<file path="src/rtl/seq_detect_param.sv">
// Parameterised serial sequence detector with runtime-loadable pattern.
// Ports:
//   clock, reset        rising-edge clock, synchronous active-high reset
//   datain, din_valid   serial bit and its qualifier
//   cfg_load            strobe latching cfg_pattern / cfg_len / cfg_overlap
//   cfg_pattern         pattern, bit [len-1] received first, bit [0] last
//   cfg_len             active pattern length (0 disables, >MAX_LEN clamps)
//   cfg_overlap         1 = overlapping matches, 0 = non-overlapping
//   cnt_clear           clears match_count
//   dataout             combinational (Mealy) match pulse
//   match_count         saturating match counter
//   fill                number of fresh history bits held (0..MAX_LEN)
module seq_detect_param #(
  parameter int unsigned MAX_LEN = 8,
  parameter int unsigned CNT_W   = 16,
  parameter int unsigned LEN_W   = 4
) (
  input  logic               clock,
  input  logic               reset,
  input  logic               datain,
  input  logic               din_valid,
  input  logic               cfg_load,
  input  logic [MAX_LEN-1:0] cfg_pattern,
  input  logic [LEN_W-1:0]   cfg_len,
  input  logic               cfg_overlap,
  input  logic               cnt_clear,
  output logic               dataout,
  output logic [CNT_W-1:0]   match_count,
  output logic [LEN_W-1:0]   fill
);

  localparam int unsigned LW1 = LEN_W + 1;

  logic [MAX_LEN-1:0] pat_q, pat_d;
  logic [LEN_W-1:0]   len_q, len_d;
  logic               ovl_q, ovl_d;
  logic [MAX_LEN-1:0] hist_q, hist_d;
  logic [LEN_W-1:0]   fill_q, fill_d;
  logic [CNT_W-1:0]   cnt_q, cnt_d;

  logic [MAX_LEN-1:0] window;
  logic [MAX_LEN-1:0] mask;
  logic [LEN_W-1:0]   len_clamped;
  logic               fill_ok;
  logic               match;

  // Match evaluation: newest len bits (history tail + current bit) vs pattern
  always_comb begin
    window = {hist_q[MAX_LEN-2:0], datain};
    for (int i = 0; i < int'(MAX_LEN); i++) begin
      mask[i] = (i < int'(len_q));
    end
    // fill >= len-1 written as fill+1 >= len to avoid underflow at len = 0
    fill_ok = (LW1'(fill_q) + LW1'(1)) >= LW1'(len_q);
    match   = din_valid && !cfg_load && !reset && (len_q != '0) && fill_ok &&
              (((window ^ pat_q) & mask) == '0);
    len_clamped = (cfg_len > LEN_W'(MAX_LEN)) ? LEN_W'(MAX_LEN) : cfg_len;
  end

  // Next-state logic; cfg_load outranks din_valid and cnt_clear
  always_comb begin
    pat_d  = pat_q;
    len_d  = len_q;
    ovl_d  = ovl_q;
    hist_d = hist_q;
    fill_d = fill_q;
    cnt_d  = cnt_q;
    if (cfg_load) begin
      pat_d  = cfg_pattern;
      len_d  = len_clamped;
      ovl_d  = cfg_overlap;
      hist_d = '0;
      fill_d = '0;
      cnt_d  = '0;
    end else begin
      if (din_valid) begin
        hist_d = {hist_q[MAX_LEN-2:0], datain};
        // Non-overlap: a match consumes its bits, so restart the fresh-bit count
        if (match && !ovl_q) begin
          fill_d = '0;
        end else if (fill_q != LEN_W'(MAX_LEN)) begin
          fill_d = fill_q + LEN_W'(1);
        end
      end
      if (cnt_clear) begin
        cnt_d = '0;
      end else if (match && (cnt_q != '1)) begin
        cnt_d = cnt_q + CNT_W'(1);
      end
    end
  end

  // State registers with synchronous reset to the default 11101 / len 5 config
  always_ff @(posedge clock) begin
    if (reset) begin
      pat_q  <= MAX_LEN'(5'b11101);
      len_q  <= LEN_W'(5);
      ovl_q  <= 1'b1;
      hist_q <= '0;
      fill_q <= '0;
      cnt_q  <= '0;
    end else begin
      pat_q  <= pat_d;
      len_q  <= len_d;
      ovl_q  <= ovl_d;
      hist_q <= hist_d;
      fill_q <= fill_d;
      cnt_q  <= cnt_d;
    end
  end

  assign dataout     = match;
  assign match_count = cnt_q;
  assign fill        = fill_q;

endmodule

</file>
<file path="config.mk">
export PLATFORM = sky130hd
export DESIGN_NAME = seq_detect_param
export DESIGN_NICKNAME = d
export VERILOG_FILES = /design/src/rtl/seq_detect_param.sv
export SDC_FILE = /design/constraint.sdc
export NUM_CORES = 1
export LEC_CHECK = 0
export ABC_AREA = 1
export BUFFER_PORTS_ARGS = -buffer_cell sky130_fd_sc_hd__buf_2
export CORE_MARGIN = 5
export CORE_UTILIZATION = 54
export DETAILED_ROUTE_END_ITERATION = 12
export PLACE_DENSITY = 0.79
export SLEW_MARGIN = 20
export SYNTH_ARGS = -nofsm -noshare
export SYNTH_HDL_FRONTEND = slang
export SYNTH_SLANG_ARGS = --single-unit
</file>
<file path="constraint.sdc">
create_clock -name clock -period 2 [get_ports clock]
set_input_delay 0.1 -clock clock [delete_from_list [all_inputs] [get_ports clock]]
set_output_delay 0.1 -clock clock [all_outputs]
set_load 0.01 [all_outputs]
</file>
Yosys cells after proc, flatten, opt, wreduce, memory -nomap -nowiden
Index checks and enable logic that the tools add are counted.

Magnitude comparators: 10. $add $sub $neg: 3. Multiplexer cells: 3. Bitwise operators: 2. Equal/unequal tests: 2. Reductions and logical operators: 16.

Operators by type and width (number): adder 16 x 1 -> 16 bit (second input constant) (1); < comparator 3 x 4 -> 1 bit (first input constant) (4); != test 16 bit (second input constant) (1); two-way mux 4 bit (3); bitwise AND 8 bit (1); logical NOT 8 bit (1); < comparator 1 x 4 -> 1 bit (first input constant) (2); < comparator 2 x 4 -> 1 bit (first input constant) (2); XOR 8 bit (1); logical AND 1 bit (7); adder 4 x 1 -> 5 bit (second input constant) (1); greater-or-equal comparator 5 x 4 -> 1 bit (1); adder 4 x 1 -> 4 bit (second input constant) (1); > comparator 4 bit (second input constant) (1); != test 4 bit (second input constant) (1); nonzero test 4 bit (1); logical NOT 1 bit (3); OR reduction 3 bit (1); AND reduction 2 bit (1); nonzero test 2 bit (1); OR reduction 2 bit (1).

Input bits: 19. Register bits: 40. Word-level logic and storage cells: 42.

Longest topological paths before layout
Gate-level depths: netlist of the first run.

Depth after elaboration: 9. Depth in mapped cells: 14. Gate-level depth less buffers: 14.

Least setup slack after synthesis of the first run
OpenSTA, ideal clock, no wires.

Kind: register to register. From: register fill_q[0] (netlist: fill[0]). To: register fill_q[1] (netlist: fill[1]). Path buffers: 0. Cell stages (with the launch flop): 13. Setup time: 115 ps. Arrival: 1820 ps. Path slack: 65 ps. Cells stage by stage: dfxtp_1 inv_1 ha_1 ha_1 nand2_1 nand2_1 a21oi_1 nor2_1 nand3_2 nand2_2 nand3_1 nand2_1 nor2_1.

Cells in the longest elaborated chain, start to end: 7. Elaborated cells on any way between the ends: 11. Those cells by class: add/sub: 2; order compare: 1; eq/ne: 1; mux: 2; reduce/logical: 5.

Ends and longest elaborated chain: start, declared (line 38) `logic [LEN_W-1:0] fill_q, fill_d;`; start signal, assigned (line 107) `fill_q <= fill_d;`; adder 4 x 1 -> 5 bit (line 54) `fill_ok = (LW1'(fill_q) + LW1'(1)) >= LW1'(len_q);`; greater-or-equal comparator 5 x 4 -> 1 bit (line 54); logical AND 1 bit (2 in a row) (line 55) `match = din_valid && !cfg_load && !reset && (len_q != '0) && fill_ok &&`; logical AND 1 bit (line 79) `if (match && !ovl_q) begin`; nonzero test 2 bit (no source line); AND reduction 2 bit (no source line).

Parallel ways exist; a longest one is shown, timed or not. The select of a mux whose other input is x is not followed. A chain may end at the register's enable or synchronous reset.

Worst setup path in the final report of the first run
From: register fill_q[0] (netlist: fill[0]). To: register cnt_q[1] (netlist: match_count[1]).

Cells in the longest elaborated chain, start to end: 5.

Ends and longest elaborated chain: adder 4 x 1 -> 5 bit (line 54); greater-or-equal comparator 5 x 4 -> 1 bit (line 54); logical AND 1 bit (2 in a row) (line 55); logical AND 1 bit (line 87) `end else if (match && (cnt_q != '1)) begin`; end signal, assigned (line 108) `cnt_q <= cnt_d;`; end, declared (line 39) `logic [CNT_W-1:0] cnt_q, cnt_d;`.

Every way passes these cells.

==> out/qor.yml, run 1 <==
dieHeight_um: 75.1
layout_commonest_cell: "nand2_1"
num_vias: 2412
cp-startpoint: "fill[0]"
syn_to_final_growth_pct: 25.2
cts_sinks: 40
slew_headroom_pct: 61.4
syn_avg_cell_area_um2: 6.83
hold_viol: 0
ff2ff_setup_slack_ns: -0.26
fin_skew_ns: 0.00750
drt-initial-drc-count: 190
finalWeightedCongestion: 0.864
syn-num-nets: 361
drt_first_pass_iters: 5
nFillCells: 338
clk_pin_slew_worst_paths_ns: 0.08
grt_pass1_wl_mm: 9.91
rows: 23
fin_util_pct: 70.6
hold_buffers: 0
finalSetupViolCount: 20
cts_root_buf: "clkbuf_8"
start_kind: "register"
yosysSeqAreaShare_pct: 35.0
crit_type: "register to register"
nets: 412
grt_max_degree: 16
max_freq_mhz: 442
antenna_found_initial: 0
hpwl_mm: 4.15
fin_crit_ns: 2.26
r2r-start: "fill[0]"
status: "finished with violations"
antenna_cells: 0
reg2reg_depth: 13
slew_violations: 0
r2r_end: "match_count[1]"
crit_fanout: 4
hold_depth: 3
synthCells: 335
layout_common_cells: "79 x nand2_1, 39 x buf_2, 36 x dfxtp_1"
wl_per_cell_um: 14.9
hp-start: "cfg_pattern[2]"
hold_path_class: "input pin to register"
netlist_area_mm2: 0.00229
placed_cells: 423
grt_use_total_pct: 22.5
power_leakage_nw: 1.25
die_x_um: 75.1
holdWs_ns: 0.0111
worst_pin_slew_ns: 0.575
yosysWarnings: 0
drv_cap: 0
drive_gt1_share_pct: 26.6
ir_worst_vdd_v: 0.000604
clkLatencyLatePin_ns: 0.30
yosys_register_bits: 40
numCtsBuffers: 5
setup_ws_ns: -0.265
finalCritPeriodShare_pct: 113
yosysUniqueCellTypes: 28
portBuffers: 39
final_cells: 437
start_util_pct: 56.4
cp-end-kind: "register"
final_antenna_net_count: 0
worstHoldEndpoint: "pat_q[2]"
cts_buffer_depth: 2
cts_htree_levels: 2
grt_pass1_vias: 2265
powerDensity_mw_per_mm2: 610
grt-ovfl-total: 0
grt_setup_unrepaired: "yes"
routed_via_density: 5.52
arrival_ns: 2.48
io_pins: 40
cp.required_ns: 2.22
cts_tree: "yes"
die_area_mm2: 0.00564
violations: "setup timing"
drc: 0
core_mm2: 0.00406
wirelength_mm: 6.53
final cells by class:
type	instances	area [um2]	share of cell area [%]
multi-input combinational	243	1410	49.1
clock inverter	2	35.0	1.22
clock buffer	6	72.6	2.53
sequential	40	811	28.3
tap	50	62.6	2.18
inverter	43	161	5.63
timing repair buffer	53	315	11.0
worst max-delay path by stage:
stage	endpoint	slack [ns]
after floorplan	fill[1]	0.07
after global placement	fill[1]	0.07
after detailed placement	fill[2]	-0.03
after CTS	dataout	-0.02
after global routing	match_count[1]	-0.29
final	match_count[1]	-0.26
timing repair:
action                     4_1_cts  5_1_grt
setup buffers                    4        2
setup endpoints to repair       21       20
gates cloned                     0        1
resized for setup               11       22
pin swaps                        2       13
state kept, by name (all words and copies together), names as in the netlist:
name	count
hist_q	7
fill	4
match_count	16
ovl_q	1
len_q	4
pat_q	8
Yosys cell counts:
cell type	instances	area share (%)
a211oi_1	1	0.33
a21oi_1	32	7.0
a22oi_1	1	0.33
buf_2	3	0.66
buf_6	1	0.49
clkbuf_1	5	0.82
dfxtp_1	40	35
ha_1	7	3.8
inv_1	37	6.1
inv_2	6	0.98
nand2_1	80	13
nand2_2	2	0.55
nand3_1	22	4.8
nand3_2	4	1.7
nand3b_4	1	0.87
nand4_1	14	3.8
nor2_1	30	4.9
nor2_2	7	1.9
nor2_4	2	0.98
nor3_1	3	0.66
nor3_2	1	0.44
nor4_2	1	0.55
o211ai_1	1	0.33
o21ai_0	15	3.3
o21ai_1	4	0.87
or2_1	1	0.27
xnor2_1	2	0.77
xor2_1	12	4.6
metrics by stage:
step,setup TNS (ns),total power [mW],setup WS [ns],instance area (um2)
floorplan,0,0.990,0.0651,2290
global placement,0,1.05,0.0701,2560
detailed placement,-0.0458,1.05,-0.0274,2560
CTS,-0.0191,1.72,-0.0191,2740
global route,-2.99,1.82,-0.294,2870
finish,-1.83,1.75,-0.265,2870
worst max-delay path, cell delays in order, from the launching register on:
cell and delay [ns]:
dfxtp_4 0.38, ha_4 0.17, xor2_2 0.15, ha_1 0.32
nand2_1 0.09, inv_1 0.09, a21oi_2 0.06, nor2_2 0.14
nand2_2 0.10, buf_6 0.13, nor2_4 0.15, buf_4 0.14
o21ai_1 0.07, nor2_1 0.18
report_power, final:
group          switching [mW]  leakage, nW  internal [mW]  total [mW]
logic                   0.144        0.869         0.0938       0.238
registers              0.0240        0.329          0.821       0.845
clock network           0.294       0.0552          0.371       0.664
total                   0.462         1.25           1.29        1.75
cell families after synthesis:
group	count (synthesis)	synth area share, %
AOI/OAI and AO/OA	54	12.1
xor gates and xnor gates	14	5.36
and+or+nand+nor	168	34.7
adders and majority gates	7	3.83
DFF	40	35.0
buffers and inverters	52	9.02
per-layer routing:
metal | global-route usage, % | vias up | share of wire, %
li1 | - | 1191 | -
met1 | 25.8 | 1100 | 40
met5 | 0 | - | 0
met4 | 11.1 | 0 | 3.6
met3 | 5.07 | 22 | 5.9
met2 | 39.3 | 99 | 51
No activity file was read; power rests on OpenSTA's default activity.
==> run 2, diff against run 1 <==
--- a/config.mk
+++ b/config.mk
@@ -9,8 +9,10 @@
 export BUFFER_PORTS_ARGS = -buffer_cell sky130_fd_sc_hd__buf_2
 export CORE_MARGIN = 5
 export CORE_UTILIZATION = 54
+export CTS_CLUSTER_SIZE = 14
 export DETAILED_ROUTE_END_ITERATION = 12
 export PLACE_DENSITY = 0.79
+export SKIP_LAST_GASP = 1
 export SLEW_MARGIN = 20
 export SYNTH_ARGS = -nofsm -noshare
 export SYNTH_HDL_FRONTEND = slang
==> out/qor.yml, run 2 (synthesized netlist as in run 1, its figures left out) <==
status: "finished with violations"
violations: "setup timing"
dieHeight_um: 75.1  # unchanged
clkLatencyLatePin_ns: 0.30  # about the same
setup_ws_ns: -0.301  # -0.0355 ns
power_leakage_nw: 1.25  # unchanged
slew_violations: 0  # unchanged
grt-ovfl-total: 0  # unchanged
antenna_found_initial: 0  # unchanged
die_area_mm2: 0.00564  # unchanged
layout_commonest_cell: "nand2_1"
die_x_um: 75.1  # unchanged
cp-end-kind: "register"
cts_tree: "yes"
nets: 412  # unchanged
hold_path_class: "input pin to register"
layout_common_cells: "79 x nand2_1, 39 x buf_2, 36 x dfxtp_1"
numCtsBuffers: 5  # unchanged
clk_pin_slew_worst_paths_ns: 0.08  # about the same
place_area_mm2: 0.00256  # unchanged
fin_skew_ns: 0.00804  # +0.000534 ns
drc: 0  # unchanged
max_freq_mhz: 435  # -1.5%
powerDensity_mw_per_mm2: 610  # about the same
fin_crit_ns: 2.30  # +0.0355 ns
hold_buffers: 0  # unchanged
antenna_cells: 0  # unchanged
crit_type: "register to register"
holdWs_ns: 0.0108  # -0.000276 ns
cp.required_ns: 2.22  # about the same
finalWeightedCongestion: 0.864  # unchanged
drv_cap: 0  # unchanged
cts_htree_levels: 2  # unchanged
tns_ns: -1.94  # -0.107 ns
placed_cells: 423  # unchanged
portBuffers: 39  # unchanged
crit_fanout: 4  # unchanged
grt_setup_unrepaired: "yes"
drive_gt1_share_pct: 26.6  # unchanged
cts_buffer_depth: 2  # unchanged
ir_worst_vdd_v: 0.000603  # about the same
final_area_mm2: 0.00287  # unchanged
wl_per_cell_um: 15.0  # +0.28%
largest_register_ffs: 16  # unchanged
wirelength_mm: 6.55  # +0.28%
final_antenna_net_count: 0  # unchanged
drt-initial-drc-count: 190  # unchanged
syn_to_final_growth_pct: 25.2  # unchanged
grt_pass1_wl_mm: 9.91  # unchanged
hold_viol: 0  # unchanged
num_vias: 2446  # +1.4%
finalCritPeriodShare_pct: 115  # +1.8 points
pre_cts_ws_ns: -0.0274  # unchanged
io_pins: 40  # unchanged
worst_pin_slew_ns: 0.584  # +0.00879 ns
arrival_ns: 2.52  # +0.04 ns
slew_headroom_pct: 60.8  # -0.59 points
finalSetupViolCount: 20  # unchanged
rows: 23  # unchanged
hpwl_mm: 4.15  # unchanged
drt_first_pass_iters: 5  # unchanged
start_util_pct: 56.4  # unchanged
cts_root_buf: "clkbuf_8"
cts_sinks: 40  # unchanged
core_mm2: 0.00406  # unchanged
final_cells: 437  # unchanged
grt_max_degree: 16  # unchanged
routed_via_density: 5.60  # +1.4%
grt_use_total_pct: 22.5  # unchanged
start_kind: "register"
grt_pass1_vias: 2265  # unchanged
run 2: cell counts in the layout (fill, tap and decap cells not counted):
Identical to the previous run, type by type.
run 2: worst paths after layout:
path	start	cells past startpoint	endpoint	slack [ns]
setup / recovery	fill[0]	13	match_count[1]	-0.30
hold / removal	cfg_pattern[2]	3	pat_q[2]	0.01
setup reg to reg	fill[0]	13	match_count[1]	-0.30
hold reg to reg	hist_q[3]	2	hist_q[4]	0.48
run 2: report_power, final:
part           internal, mW  switching, mW
sequential            0.821         0.0241
clock                 0.371          0.295
combinational        0.0937          0.144
run 2: cell type report:
cell class              count  area, um2
clock buffers               6       72.6
clock inverters             2       35.0
fillers                   338       1190
inverters                  43        161
multi-input cells         243       1410
flip-flops and latches     40        811
well taps                  50       62.6
repair buffers             53        315
run 2: per-layer routing:
layer  GRT usage (%)  share of wire, %
met1            25.8                39
met4            11.1               3.8
met3            5.07               6.9
met2            39.3                51
met5               0                 0
run 2: worst max-delay path: stages, from the launching register on:
cell and delay (ns):
dfxtp_4 0.38, ha_4 0.17, xor2_2 0.15, ha_1 0.32
nand2_1 0.10, inv_1 0.09, a21oi_2 0.06, nor2_2 0.14
nand2_2 0.10, buf_6 0.13, nor2_4 0.14, buf_4 0.14
o21ai_1 0.09, nor2_1 0.19
run 2: per-stage QoR:
step	util [%]	power, mW
2_1_floorplan	-	0.990
3_3_place_gp	63.1	1.05
3_5_place_dp	63.1	1.05
4_1_cts	67.4	1.72
5_1_grt	70.6	1.82
6_report	70.6	1.75
run 2: timing repair:
action / 4_1_cts / 5_1_grt
gates cloned: 0 / 1
endpoints found under the setup margin: 21 / 20
gates resized for setup: 11 / 22
pin swaps: 2 / 12
setup buffers: 4 / 2
hold endpoints to repair: 0 / 0
==> run 3, diff against run 2 <==
--- a/config.mk
+++ b/config.mk
@@ -5,13 +5,13 @@
 export SDC_FILE = /design/constraint.sdc
 export NUM_CORES = 1
 export LEC_CHECK = 0
-export ABC_AREA = 1
 export BUFFER_PORTS_ARGS = -buffer_cell sky130_fd_sc_hd__buf_2
 export CORE_MARGIN = 5
 export CORE_UTILIZATION = 54
 export CTS_CLUSTER_SIZE = 14
 export DETAILED_ROUTE_END_ITERATION = 12
-export PLACE_DENSITY = 0.79
+export PLACE_DENSITY = 0.8
+export SETUP_SLACK_MARGIN = 0.02
 export SKIP_LAST_GASP = 1
 export SLEW_MARGIN = 20
 export SYNTH_ARGS = -nofsm -noshare
==> out/qor.yml, run 3 <==
hpwl_mm: 3.54  # -15%
clk_pin_slew_worst_paths_ns: 0.08  # about the same
cpMaxStageDelayCell: "or4_4"
crit_chain: "ha_4 > xor2_2 > ha_4 > o21ai_4 > o21ai_4 > nand4_4 > buf_6 > or4_4 > a21oi_2"
setup_ws_ns: -0.307  # -0.00664 ns
cp.buffers_inverters: 1  # -2
start_util_pct: 56.3  # -0.12 points
nets: 332  # -19%
yosysSeqAreaShare_pct: 38.6  # +3.6 points
final_antenna_net_count: 0  # unchanged
drive_gt1_share_pct: 42.3  # +16 points
hold_depth: 2  # -1
cp.required_ns: 2.22  # about the same
max_freq_mhz: 433  # -0.29%
cts_sinks: 40  # unchanged
portBuffers: 39  # unchanged
yosysUniqueCellTypes: 43  # +54%
dieHeight_um: 72  # -4.1%
antenna_cells: 0  # unchanged
nFillCells: 194  # -43%
synth_top_cell_area_share_pct: 38.6  # +3.6 points
clkLatencyLatePin_ns: 0.31  # about the same
synthArstFlopShare_pct: 0  # unchanged
fin_crit_ns: 2.31  # +0.00664 ns
layout_commonest_cell: "buf_2"
synth.area.top_cells: "dfxtp_1 39%, mux2i_1 8.2%, a21oi_1 4.8%, ha_1 4.2%, nor2_1 4.2%"
largest_register_ffs: 16  # unchanged
finalCritPeriodShare_pct: 115  # +0.33 points
start_kind: "register"
power_mw: 1.69  # -3.3%
grt_setup_unrepaired: "yes"
fin_skew_ns: 0.0145  # +0.00651 ns
arrival_ns: 2.52  # about the same
reg2reg_depth: 9  # -4
yosysWarnings: 0  # unchanged
status: "finished with violations"
worstHoldEndpoint: "pat_q[0]"
yosys_register_bits: 40  # unchanged
crit_type: "register to register"
die_area_mm2: 0.00518  # -8.1%
finalWeightedCongestion: 0.861  # -0.45%
yosysTopAreaCell: "dfxtp_1"
grt_pass1_vias: 2061  # -9.0%
wirelength_mm: 6.88  # +5.0%
drv_cap: 0  # unchanged
synth_edf_count: 0  # unchanged
numCtsBuffers: 5  # unchanged
ir_worst_vdd_v: 0.000640  # +6.2%
crit_fanout: 6  # +2
grt-ovfl-total: 0  # unchanged
cts_htree_levels: 2  # unchanged
rows: 22  # -4.3%
finalSetupViolCount: 20  # unchanged
r2r_end: "match_count[3]"
cp-end-kind: "register"
drt-initial-drc-count: 229  # +21%
num_vias: 2177  # -11%
syn_to_final_growth_pct: 45.0
hp-start: "cfg_pattern[0]"
violations: "setup timing"
syn_avg_cell_area_um2: 8.76  # +28%
cts_buffer_depth: 2  # unchanged
powerDensity_mw_per_mm2: 562  # -7.9%
yosysMostFrequentCell: "dfxtp_1"
power_leakage_nw: 1.20  # -4.5%
cts_tree: "yes"
grt_pass1_wl_mm: 9.21  # -7.0%
core_mm2: 0.00369  # -9.1%
drt_first_pass_iters: 5  # unchanged
io_pins: 40  # unchanged
cp_top_family: "simple AND/OR/NAND/NOR gates"
layout_common_cells: "38 x buf_2, 37 x dfxtp_1, 23 x nor2_1, 23 x buf_4, 17 x mux2i_1"
syn-num-nets: 263  # -27%
cts_root_buf: "clkbuf_8"
worst_pin_slew_ns: 0.609  # +0.0248 ns
netlist_area_mm2: 0.00208  # -9.3%
antenna_found_initial: 0  # unchanged
routed_via_density: 6.13  # +9.6%
grt_max_degree: 24  # +8
synth_commonest_cells: "40 x dfxtp_1, 23 x nor2_1, 20 x a21oi_1"
hold_path_class: "input pin to register"
slew_violations: 0  # unchanged
die_x_um: 72  # -4.1%
grt_use_total_pct: 22.4  # -0.094 points
hold_buffers: 0  # unchanged
ff2ff_setup_slack_ns: -0.31  # about the same
slowest_delay_ns: 0.42  # +0.04 ns
hold_viol: 0  # unchanged
synth_flop_cell: "dfxtp_1"
synthCells: 237  # -29%
holdWs_ns: 0.00438  # -0.00640 ns
wl_per_cell_um: 19.4  # +29%
drc: 0  # unchanged
slew_headroom_pct: 59.4  # -1.4 points
r2r-start: "fill[0]"
## run 3: worst reg2reg max path, delay by kind of cell, from the launching register on
kind / cells / cell delay, ns
AND/OR/NAND/NOR: 2 / 0.57
AO/OA/AOI/OAI: 3 / 0.48
adder cells (fa/ha/maj): 2 / 0.45
flip-flops: 1 / 0.38
buffers and inverters: 1 / 0.18
XOR/XNOR: 1 / 0.16
## run 3: metal layers
layer	track usage [%]	routed length, um	vias to the layer above
met5	0	0	-
met4	7.72	279	0
met3	5.26	478	28
met2	40.6	3440	117
met1	25.7	2690	1029
li1	-	-	1003
## run 3: what timing repair did
| action | in CTS | in global routing |
|---|---|---|
| gates resized for setup | 17 | 38 |
| cloned | 3 | 0 |
| buffers inserted | 4 | 1 |
| pin swaps | 14 | 11 |
| endpoints found under the setup margin | 20 | 20 |
## run 3: where the power goes
group          switching (mW)  leakage, nW  internal, mW  total, mW
Sequential             0.0217        0.328         0.812      0.834
Clock                   0.308       0.0534         0.321      0.629
Combinational           0.119        0.816         0.110      0.229
Total                   0.448         1.20          1.24       1.69
## run 3: final cells by class
type                            count  area [um2]  share of cell area (%)
Inverter                            9        38.8                    1.29
Tap cell                           48        60.1                    2.00
Clock buffer                        7        97.6                    3.24
Timing Repair Buffer               71         484                    16.1
Multi-Input combinational cell    179        1510                    50.2
Sequential cell                    40         812                    27.0
Clock inverter                      1        5.00                   0.166
## run 3: stage by stage
stage	setup WS (ns)	TNS (ns)	instance area [um2]	utilization [%]	std cells
after floorplan	0.0196	0	2120	-	237
after global placement	-0.130	-1.76	2520	68.5	339
after detailed placement	-0.182	-2.54	2520	68.5	339
after CTS	-0.161	-2.03	2770	75.1	354
after global routing	-0.375	-5.03	3010	81.6	355
final	-0.307	-3.57	3010	81.6	355
## run 3: logic make-up (layout without fill, tap and decap cells)
logic type | count (synthesis) | after routing | share of synthesized area [%]
compound gates | 54 | 54 | 16.7
xor+xnor | 10 | 10 | 4.22
fa+ha+maj | 7 | 7 | 4.22
buf+inv | 20 | 88 | 4.46
flops | 40 | 40 | 38.6
mux | 17 | 17 | 8.20
simple gates | 89 | 91 | 23.6
## run 3: worst max-delay path by stage
stage	startpoint	to	slack, ns	cells past startpoint
final	fill[0]	match_count[3]	-0.31	9
after global routing	fill[0]	match_count[3]	-0.37	9
after CTS	fill[0]	dataout	-0.16	10
after detailed placement	fill[1]	match_count[9]	-0.18	8
after global placement	fill[1]	match_count[4]	-0.13	8
after floorplan	fill[1]	match_count[11]	0.02	10
